<file path="src/rtl/nr_recip_pkg.sv">
// nr_recip_pkg
//   Shared declarations for the Newton-Raphson reciprocal unit.
//   - state_t : FSM encoding (3 bits)
//   - ONE_FX / TWO_FX / THREE_FX : integer parts of the fixed-point
//     constants used by the iteration. Use to_fx() to place them on a
//     given fraction width.
//   - calc_qw() : quotient width (S1.FRAC_W -> FRAC_W+2 bits)
package nr_recip_pkg;

  typedef enum logic [2:0] {
    IDLE   = 3'd0,
    NORM   = 3'd1,
    ITER_A = 3'd2,
    ITER_B = 3'd3,
    SCALE  = 3'd4,
    DONE   = 3'd5
  } state_t;

  localparam int unsigned ONE_FX   = 1;
  localparam int unsigned TWO_FX   = 2;
  localparam int unsigned THREE_FX = 3;

  // Quotient and internal datapath width: sign/integer bit, one more
  // integer bit, then FRAC_W fraction bits.
  function automatic int calc_qw(input int frac_w);
    return frac_w + 2;
  endfunction

  // Integer constant expressed in U2.frac_w fixed point (64-bit carrier).
  function automatic logic [63:0] to_fx(input int unsigned ival, input int frac_w);
    return 64'(ival) << frac_w;
  endfunction

endpackage

</file>
<file path="src/rtl/nr_reciprocal_lead_one_norm.sv">
// lead_one_norm
//   Combinational priority encoder and normaliser for the reciprocal unit.
//   Ports:
//     a       in  IN_W        unsigned magnitude of the divisor
//     p       out clog2(IN_W) index of the leading one (0 when a == 0)
//     m       out FRAC_W+2    a / 2^(p+1) in U2.FRAC_W, truncated; [0.5,1)
//     is_pow2 out 1           a is a non-zero power of two
module lead_one_norm #(
  parameter int IN_W   = 8,
  parameter int FRAC_W = 30
) (
  input  logic [IN_W-1:0]         a,
  output logic [$clog2(IN_W)-1:0] p,
  output logic [FRAC_W+1:0]       m,
  output logic                    is_pow2
);
  import nr_recip_pkg::*;

  localparam int PW = $clog2(IN_W);
  localparam int QW = calc_qw(FRAC_W);

  logic [PW:0] shamt;

  // Priority encoder: the highest set bit wins because later loop
  // iterations overwrite earlier ones.
  always_comb begin
    p = '0;
    for (int i = 0; i < IN_W; i++) begin
      if (a[i]) begin
        p = PW'(i);
      end
    end
  end

  assign shamt = {1'b0, p} + {{PW{1'b0}}, 1'b1};

  // a is placed above FRAC_W zero bits and shifted down by p+1. The result
  // is below 1.0, so everything above the low QW bits is zero and the
  // cast drops nothing but those zero bits.
  assign m = QW'({a, {FRAC_W{1'b0}}} >> shamt);

  // Exactly one bit set <=> a & (a-1) == 0 with a non-zero.
  assign is_pow2 = (a != '0) &&
                   ((a & (a - {{(IN_W-1){1'b0}}, 1'b1})) == '0);

endmodule

</file>
<file path="src/rtl/nr_reciprocal.sv">
// nr_reciprocal
//   Newton-Raphson reciprocal: o_quotient ~= 2^FRAC_W / d in S1.FRAC_W.
//   The divisor is normalised to m in [0.5,1), 1/m is refined by ITER
//   Newton-Raphson passes from the seed 3-2m, then the result is shifted
//   back down by p+1 and negated for negative divisors. Powers of two skip
//   the iteration. A zero divisor saturates to max positive and sets o_div0.
//   Ports:
//     i_clk       in  1       clock, rising edge
//     i_rst_n     in  1       asynchronous active-low reset
//     i_valid     in  1       divisor present
//     o_ready     out 1       idle, divisor accepted on i_valid
//     i_divisor   in  IN_W    divisor (two's complement when SIGNED=1)
//     o_valid     out 1       quotient valid, held until i_ready
//     i_ready     in  1       downstream takes the quotient
//     o_quotient  out QW      S1.FRAC_W reciprocal
//     o_div0      out 1       divisor was zero (qualified by o_valid)
module nr_reciprocal #(
  parameter int IN_W   = 8,
  parameter int FRAC_W = 30,
  parameter int ITER   = 4,
  parameter int SIGNED = 1
) (
  input  logic              i_clk,
  input  logic              i_rst_n,
  input  logic              i_valid,
  output logic              o_ready,
  input  logic [IN_W-1:0]   i_divisor,
  output logic              o_valid,
  input  logic              i_ready,
  output logic [FRAC_W+1:0] o_quotient,
  output logic              o_div0
);
  import nr_recip_pkg::*;

  localparam int QW  = calc_qw(FRAC_W);
  localparam int PQW = 2 * QW;
  localparam int PW  = $clog2(IN_W);
  localparam int CW  = $clog2(ITER + 1);

  localparam logic [QW-1:0] TWO_C   = QW'(to_fx(TWO_FX, FRAC_W));
  localparam logic [QW-1:0] THREE_C = QW'(to_fx(THREE_FX, FRAC_W));
  localparam logic [QW-1:0] MAX_POS = {1'b0, {(QW-1){1'b1}}};
  localparam logic [QW-1:0] LSB_C   = QW'(1);

  state_t          state;
  logic [IN_W-1:0] div_r;
  logic            sign_r;
  logic [PW-1:0]   p_r;
  logic [QW-1:0]   m_r;
  logic [QW-1:0]   x_r;
  logic [QW-1:0]   t_r;
  logic [CW-1:0]   cnt_r;

  logic            sign_d;
  logic [IN_W-1:0] abs_d;
  logic [PW-1:0]   p_n;
  logic [QW-1:0]   m_n;
  logic            pow2_n;

  logic [QW-1:0]   mul_a;
  logic [PQW-1:0]  prod;
  logic [QW-1:0]   prod_fx;
  logic [PW:0]     scale_sh;
  logic [QW-1:0]   scaled;

  assign o_ready = (state == IDLE);

  // Magnitude of the latched divisor. -(-2^(IN_W-1)) wraps to 2^(IN_W-1),
  // which is the correct unsigned magnitude, so IN_W bits are enough.
  always_comb begin
    sign_d = (SIGNED != 0) && div_r[IN_W-1];
    abs_d  = div_r;
    if (sign_d) begin
      abs_d = (~div_r) + {{(IN_W-1){1'b0}}, 1'b1};
    end
  end

  lead_one_norm #(
    .IN_W   (IN_W),
    .FRAC_W (FRAC_W)
  ) u_norm (
    .a       (abs_d),
    .p       (p_n),
    .m       (m_n),
    .is_pow2 (pow2_n)
  );

  // Single shared multiplier: m*x in ITER_A, t*x in ITER_B. Operands are
  // widened first so the full product is kept before the fixed-point
  // rescale, which truncates.
  assign mul_a   = (state == ITER_B) ? t_r : m_r;
  assign prod    = PQW'(mul_a) * PQW'(x_r);
  assign prod_fx = QW'(prod >> FRAC_W);

  // Undo the normalisation: 1/d = (1/m) / 2^(p+1).
  assign scale_sh = {1'b0, p_r} + {{PW{1'b0}}, 1'b1};
  assign scaled   = x_r >> scale_sh;

  // Control and datapath registers. Outputs are registered and only
  // change when a result is produced (NORM for divide-by-zero, SCALE
  // otherwise); o_valid drops on the edge that hands the result off.
  always_ff @(posedge i_clk or negedge i_rst_n) begin
    if (!i_rst_n) begin
      state      <= IDLE;
      div_r      <= '0;
      sign_r     <= 1'b0;
      p_r        <= '0;
      m_r        <= '0;
      x_r        <= '0;
      t_r        <= '0;
      cnt_r      <= '0;
      o_valid    <= 1'b0;
      o_quotient <= '0;
      o_div0     <= 1'b0;
    end else begin
      case (state)
        IDLE: begin
          if (i_valid) begin
            div_r <= i_divisor;
            state <= NORM;
          end
        end

        NORM: begin
          sign_r <= sign_d;
          p_r    <= p_n;
          m_r    <= m_n;
          cnt_r  <= '0;
          if (abs_d == '0) begin
            o_quotient <= MAX_POS;
            o_div0     <= 1'b1;
            o_valid    <= 1'b1;
            state      <= DONE;
          end else if (pow2_n) begin
            x_r   <= TWO_C;
            state <= SCALE;
          end else begin
            // Seed 3 - 2m: m < 1 so the top bit of m is zero and the
            // doubling is an exact left shift.
            x_r   <= THREE_C - {m_n[QW-2:0], 1'b0};
            state <= ITER_A;
          end
        end

        ITER_A: begin
          t_r   <= TWO_C - prod_fx;
          state <= ITER_B;
        end

        ITER_B: begin
          x_r   <= prod_fx;
          cnt_r <= cnt_r + CW'(1);
          if (cnt_r == CW'(ITER - 1)) begin
            state <= SCALE;
          end else begin
            state <= ITER_A;
          end
        end

        SCALE: begin
          o_quotient <= sign_r ? ((~scaled) + LSB_C) : scaled;
          o_div0     <= 1'b0;
          o_valid    <= 1'b1;
          state      <= DONE;
        end

        DONE: begin
          if (i_ready) begin
            o_valid <= 1'b0;
            state   <= IDLE;
          end
        end

        default: begin
          state <= IDLE;
        end
      endcase
    end
  end

endmodule
</file>
<file path="config.mk">
export PLATFORM = sky130hd
export DESIGN_NAME = nr_reciprocal
export DESIGN_NICKNAME = d
export VERILOG_FILES = /design/src/rtl/nr_recip_pkg.sv /design/src/rtl/nr_reciprocal_lead_one_norm.sv /design/src/rtl/nr_reciprocal.sv
export SDC_FILE = /design/constraint.sdc
export NUM_CORES = 2
export LEC_CHECK = 0
export BUFFER_PORTS_ARGS = -buffer_cell sky130_fd_sc_hd__buf_2
export CAP_MARGIN = 20
export CORE_ASPECT_RATIO = 1.25
export CORE_MARGIN = 1
export CORE_UTILIZATION = 47
export DETAILED_ROUTE_END_ITERATION = 6
export PLACE_DENSITY = 0.73
export REMOVE_ABC_BUFFERS = 1
export SETUP_SLACK_MARGIN = 0.3
export SLEW_MARGIN = 20
export SYNTH_ARGS = -nofsm -noshare
export SYNTH_HDL_FRONTEND = slang
export SYNTH_HIERARCHICAL = 1
export SYNTH_SLANG_ARGS = --single-unit
</file>
<file path="constraint.sdc">
create_clock -name i_clk -period 12.9 [get_ports i_clk]
set_input_delay 1.29 -clock i_clk [delete_from_list [all_inputs] [get_ports i_clk]]
set_output_delay 1.29 -clock i_clk [all_outputs]
set_load 0.005 [all_outputs]
</file>
* Yosys cells after proc, flatten, opt, wreduce, memory -nomap -nowiden
Index checks and enable logic that the tools add are counted.
** Storage, ports and cells
- Flip-flop bits (word level) :: 148
- Output and inout port bits :: 35
- Bits of input ports :: 12
** Operators by class
- Reduce and logical (&&, ||, !) cells :: 13
- $add $sub $neg :: 8
- Muxes and demuxes :: 26
- Equal/unequal tests :: 10
- Multipliers :: 1
- Shifts and indexed selects :: 2
- Bitwise gates (word level) :: 3
** Operator list (count)
- 32-bit 2-to-1 mux :: 5
- 32-bit one-hot mux with 2 select lines :: 2
- 32-bit subtractor, first input constant :: 2
- 32-bit by 32-bit multiplier with 62-bit output :: 1
- 38-bit by 4-bit right shift with 32-bit output :: 1
- 32-bit by 1-bit adder with 32-bit output, second input constant :: 1
- 32-bit NOT :: 1
- 32-bit by 4-bit right shift with 32-bit output :: 1
- 3-bit 2-to-1 mux :: 9
- 3-bit one-hot mux with 6 select lines :: 1
- 8-bit logical NOT :: 2
- 3-bit by 2-bit equality test with 1-bit output, second input constant :: 3
- 3-bit by 1-bit adder with 4-bit output, second input constant :: 2
- 8-bit by 1-bit adder with 8-bit output, second input constant :: 1
- 8-bit bitwise AND :: 1
- 8-bit 2-to-1 mux :: 1
- 2-bit inequality test, second input constant :: 4
- 8-bit NOT :: 1
- 2-bit AND reduction :: 4
- 8-bit nonzero test :: 1
- 8-bit by 1-bit subtractor with 8-bit output, second input constant :: 1
- 3-bit equality test, second input constant :: 2
- 3-bit one-hot mux with 2 select lines :: 1
- 2-bit 2-to-1 mux :: 2
- 10 further kinds :: 13

* Logic depth before layout (Yosys ltp)
- Word-level depth :: 16
- Gate-level depth with buffers :: 38

* Cells and area by module
The synthesis kept the hierarchy.
** Modules (own cells, without submodules)
- nr_reciprocal :: cells an instance 4724, area each 42189.2 um2, instances 1, sequential area each 3703.6 um2
- lead_one_norm :: cells an instance 100, area each 688.2 um2, instances 1, sequential area each 0.0 um2

* Worst setup path after synthesis
No wires, ideal clock.
- Kind :: register -> register
- From :: reg state[0]
- To :: reg t_r[31]
- Clock period less this slack :: 8.803 ns
- Stages on the path, launching flop included :: 36
- Buffers on the path :: 5
- Slack :: 4.097 ns
- Data arrival time :: 8.678 ns
- Path through :: dfrtp_1 > buf_6 > and3b_1 > buf_6 > clkbuf_1 > nand2_1 > nand2_1 > clkbuf_1 > nand2_1 > fa_1 > inv_1 > fa_1 > inv_1 > fa_1 > inv_1 > fa_1 > inv_1 > fa_1 > fa_1 > fa_1 > fa_1 > inv_1 > ha_1 > clkbuf_1 > a21oi_1 > o21ai_0 > a21oi_1 > o21ai_0 > or4_1 > nand3_1 > o2111a_1 > nand3_2 > nor3b_4 > nand4_1 > xnor2_1 > mux2_2
** Between the ends
- Longest elaborated chain between the ends :: 4
- Elaborated cells between the ends (all ways) :: 5
** RTL lines
- start, declared :: RTL line nr_reciprocal.sv:45 : state_t state;
- start signal, assigned :: RTL line nr_reciprocal.sv:104 : state <= IDLE;
- start signal, assigned :: RTL line nr_reciprocal.sv:120 : state <= NORM;
- start signal, assigned :: RTL line nr_reciprocal.sv:133 : state <= DONE;
- 3-bit by 2-bit equality test with 1-bit output :: RTL line nr_reciprocal.sv:91 : assign mul_a = (state == ITER_B) ? t_r : m_r;
- 32-bit 2-to-1 mux :: RTL line nr_reciprocal.sv:91
- 32-bit by 32-bit multiplier with 62-bit output :: RTL line nr_reciprocal.sv:92 : assign prod = PQW'(mul_a) * PQW'(x_r);
- 32-bit subtractor :: RTL line nr_reciprocal.sv:146 : t_r <= TWO_C - prod_fx;
- end signal, assigned :: RTL line nr_reciprocal.sv:146
- end, declared :: RTL line nr_reciprocal.sv:51 : logic [QW-1:0] t_r;
Parallel ways exist; a longest one is shown, timed or not.
A chain may end at the register's enable or synchronous reset.

* Worst setup path after layout
- From :: reg state[1]
- To :: reg t_r[26]
Same word-level chain as after synthesis.

==> metrics.csv <==
metric,value,unit
cts_buffer_depth,2,
crit_fanout,63,
max_stage_delay,0.72,ns
hpwl,91700,um
fmax,88.1,MHz
seq_area_frac_synth,8.64,%
worstPathRequired,13.20,ns
start_util,47.5,%
htree_levels,4,
syn_to_final_growth,3.84,%
drc,0,
io_pins,47,
die_h,340,um
rr_startpoint,state[1],
dr.first_iter.drc_count,2063,
diodes,0,
setup_slack,1.54,ns
fin_util,49.4,%
slew_headroom,25.8,%
dp_worst_setup_slack,1.59,ns
rsz0062_at_grt,false,
grt_max_degree,95,
drtPass1Iterations,7,
ys_ff_latch,148,
synth.top_cells.by_area,"fa_1 (42%), dfrtp_1 (8.6%), and2_1 (8.2%)",
post-cts-setup-buffer-count,0,
num_vias,32700,
drive_above_1_share,5.92,%
syn_inst,4824,
setup_viol,0,
fin_tns_setup,0,ns
hold_start,t_r[5],
cts.sinks,148,
hold_path_depth,2,
seqCellArea,3710,um^2
path_class,flip-flop to flip-flop,
synth_flop_cell,dfrtp_1,
critPathArrivalTime,11.65,ns
r2r.worst_path.cells,32,
die_w,272,um
numCtsBuffers,17,
final_cell_mix,"fa_1 (894), inv_1 (889), nand2_1 (751)",
start_kind,flip-flop,
cts_resized,0,
finalCritPeriodShare,88.0,%
place.gp.congestion,0.973,
syn_avg_cell_area,8.89,um^2
final_common_cell,fa_1,
cp_slowest_cell,nand3b_4,
num_rows,123,
n_fill_cell,8483,
clkTransAtPathRegs,0.07,ns
critical_path.endpoint_type,flip-flop,
hp-class,flip-flop to flip-flop,
yosysWarnings,6,
min_to,t_r[5],
finalNetCount,5825,
clock_skew,0.0125,ns
cts_tree,yes,
coreArea,90200,um^2
r2r_setup_slack,1.54,ns
finalMaxSlewViolations,0,
routed_wl,116000,um
tightest_slew,1.11,ns
grt_pass1_wl,189000,um
antenna_found_initial,3,
grt_pass1_vias,35100,
clock_latency,0.44,ns
synth_edf_count,0,
synth_area,42900,um^2
root_buffer,clkbuf_16,
ant_nets,0,
yosysUniqueCellTypes,97,
grt_overflow,0,
hold_buffers,0,
die_area,92400,um^2
synth_area_leader_cell,fa_1,
status,"complete, no violations",
via_per_inst,5.57,
holdWs,0.483,ns
reg2reg_to,t_r[26],
worst_path_most_repeated_cell,fa_1,
cap_violations,0,
finalHoldViolations,0,
multi_input_area,34600,um^2
period_minus_slack,11.36,ns
portBuffers,46,
wl_per_cell,19.7,um
grt_usage,25.9,%
async_flop_share,100,%
synth_top_area_share,41.7,%
## synth_stat cells (all sizes together), types with 6 or more instances
library cell / count
buf: 55
nor2b: 6
xor2: 46
o221ai: 29
and4: 12
mux2: 50
nand3: 30
mux2i: 40
a31oi: 9
nand2: 752
mux4: 15
o31ai: 13
inv: 895
dfrtp: 148
o21bai: 6
ha: 251
a21o: 27
nor4: 14
nor2: 119
or3: 23
nor3: 58
or4: 8
o21a: 7
nand4: 27
o211ai: 12
or2: 12
and2: 565
o21ai: 132
fa: 894
clkbuf: 266
a21oi: 126
xnor2: 68
nand2b: 16
and3: 14
## worst max-delay path by stage
stage	slack [ns]	end	start
6_report	1.54	t_r[26]	state[1]
5_1_grt	0.93	t_r[28]	state[1]
4_1_cts	1.56	t_r[31]	state[1]
3_5_place_dp	1.59	t_r[28]	state[1]
3_3_place_gp	1.66	t_r[28]	state[1]
2_1_floorplan	3.62	t_r[31]	state[1]
## critical path, delay by kind of cell, from the launching register on
kind / cells / cell delay [ns]
adders and majority gates: 10 / 4.53
and+or+nand+nor: 11 / 4.03
buffers and inverters: 6 / 0.82
AOI/OAI and AO/OA: 3 / 0.78
DFF: 1 / 0.64
xor gates and xnor gates: 2 / 0.32
## cells by family after synthesis
kind of cell / after synthesis / share of synthesized area (%)
AOI/OAI and AO/OA: 425 / 6.38
xor gates and xnor gates: 114 / 2.33
adders and majority gates: 1145 / 49.1
other: 1 / 0.00875
buffers and inverters: 1216 / 11.0
muxes: 105 / 3.07
DFF: 148 / 8.64
and+or+nand+nor: 1670 / 19.5
## per-layer routing
layer,GRT usage [%],up-vias,routed length [um]
met3,2.12,312,6120
met1,31.3,17000,43400
met5,0,-,13
met2,46.5,1100,59900
met4,12.5,2,6140
li1,-,14300,-
## cell type report
cell class,count,share of cell area (%)
Clock buffer,17,0.955
Sequential cell,148,8.34
Multi-Input combinational cell,3483,77.6
Inverter,895,7.55
Tap cell,1187,3.34
Timing Repair Buffer,123,1.86
Clock inverter,15,0.332
## stage by stage
step,area [um^2],cells
final,44500,5868
after global routing,44500,5868
after CTS,44500,5868
after detailed placement,43900,5836
after global placement,43900,5835
after floorplan,41600,4526
## registers in the layout (all words and copies together), names as in the netlist
register and cells:
o_div0 1, p_r 3, x_r 32, state 3
t_r 32, o_quotient 32, div_r 8, o_valid 1
m_r 32, cnt_r 3, sign_r 1
Power is not shown: default switching activity piles up to over one toggle a cycle in this logic, so the estimate is an artifact.
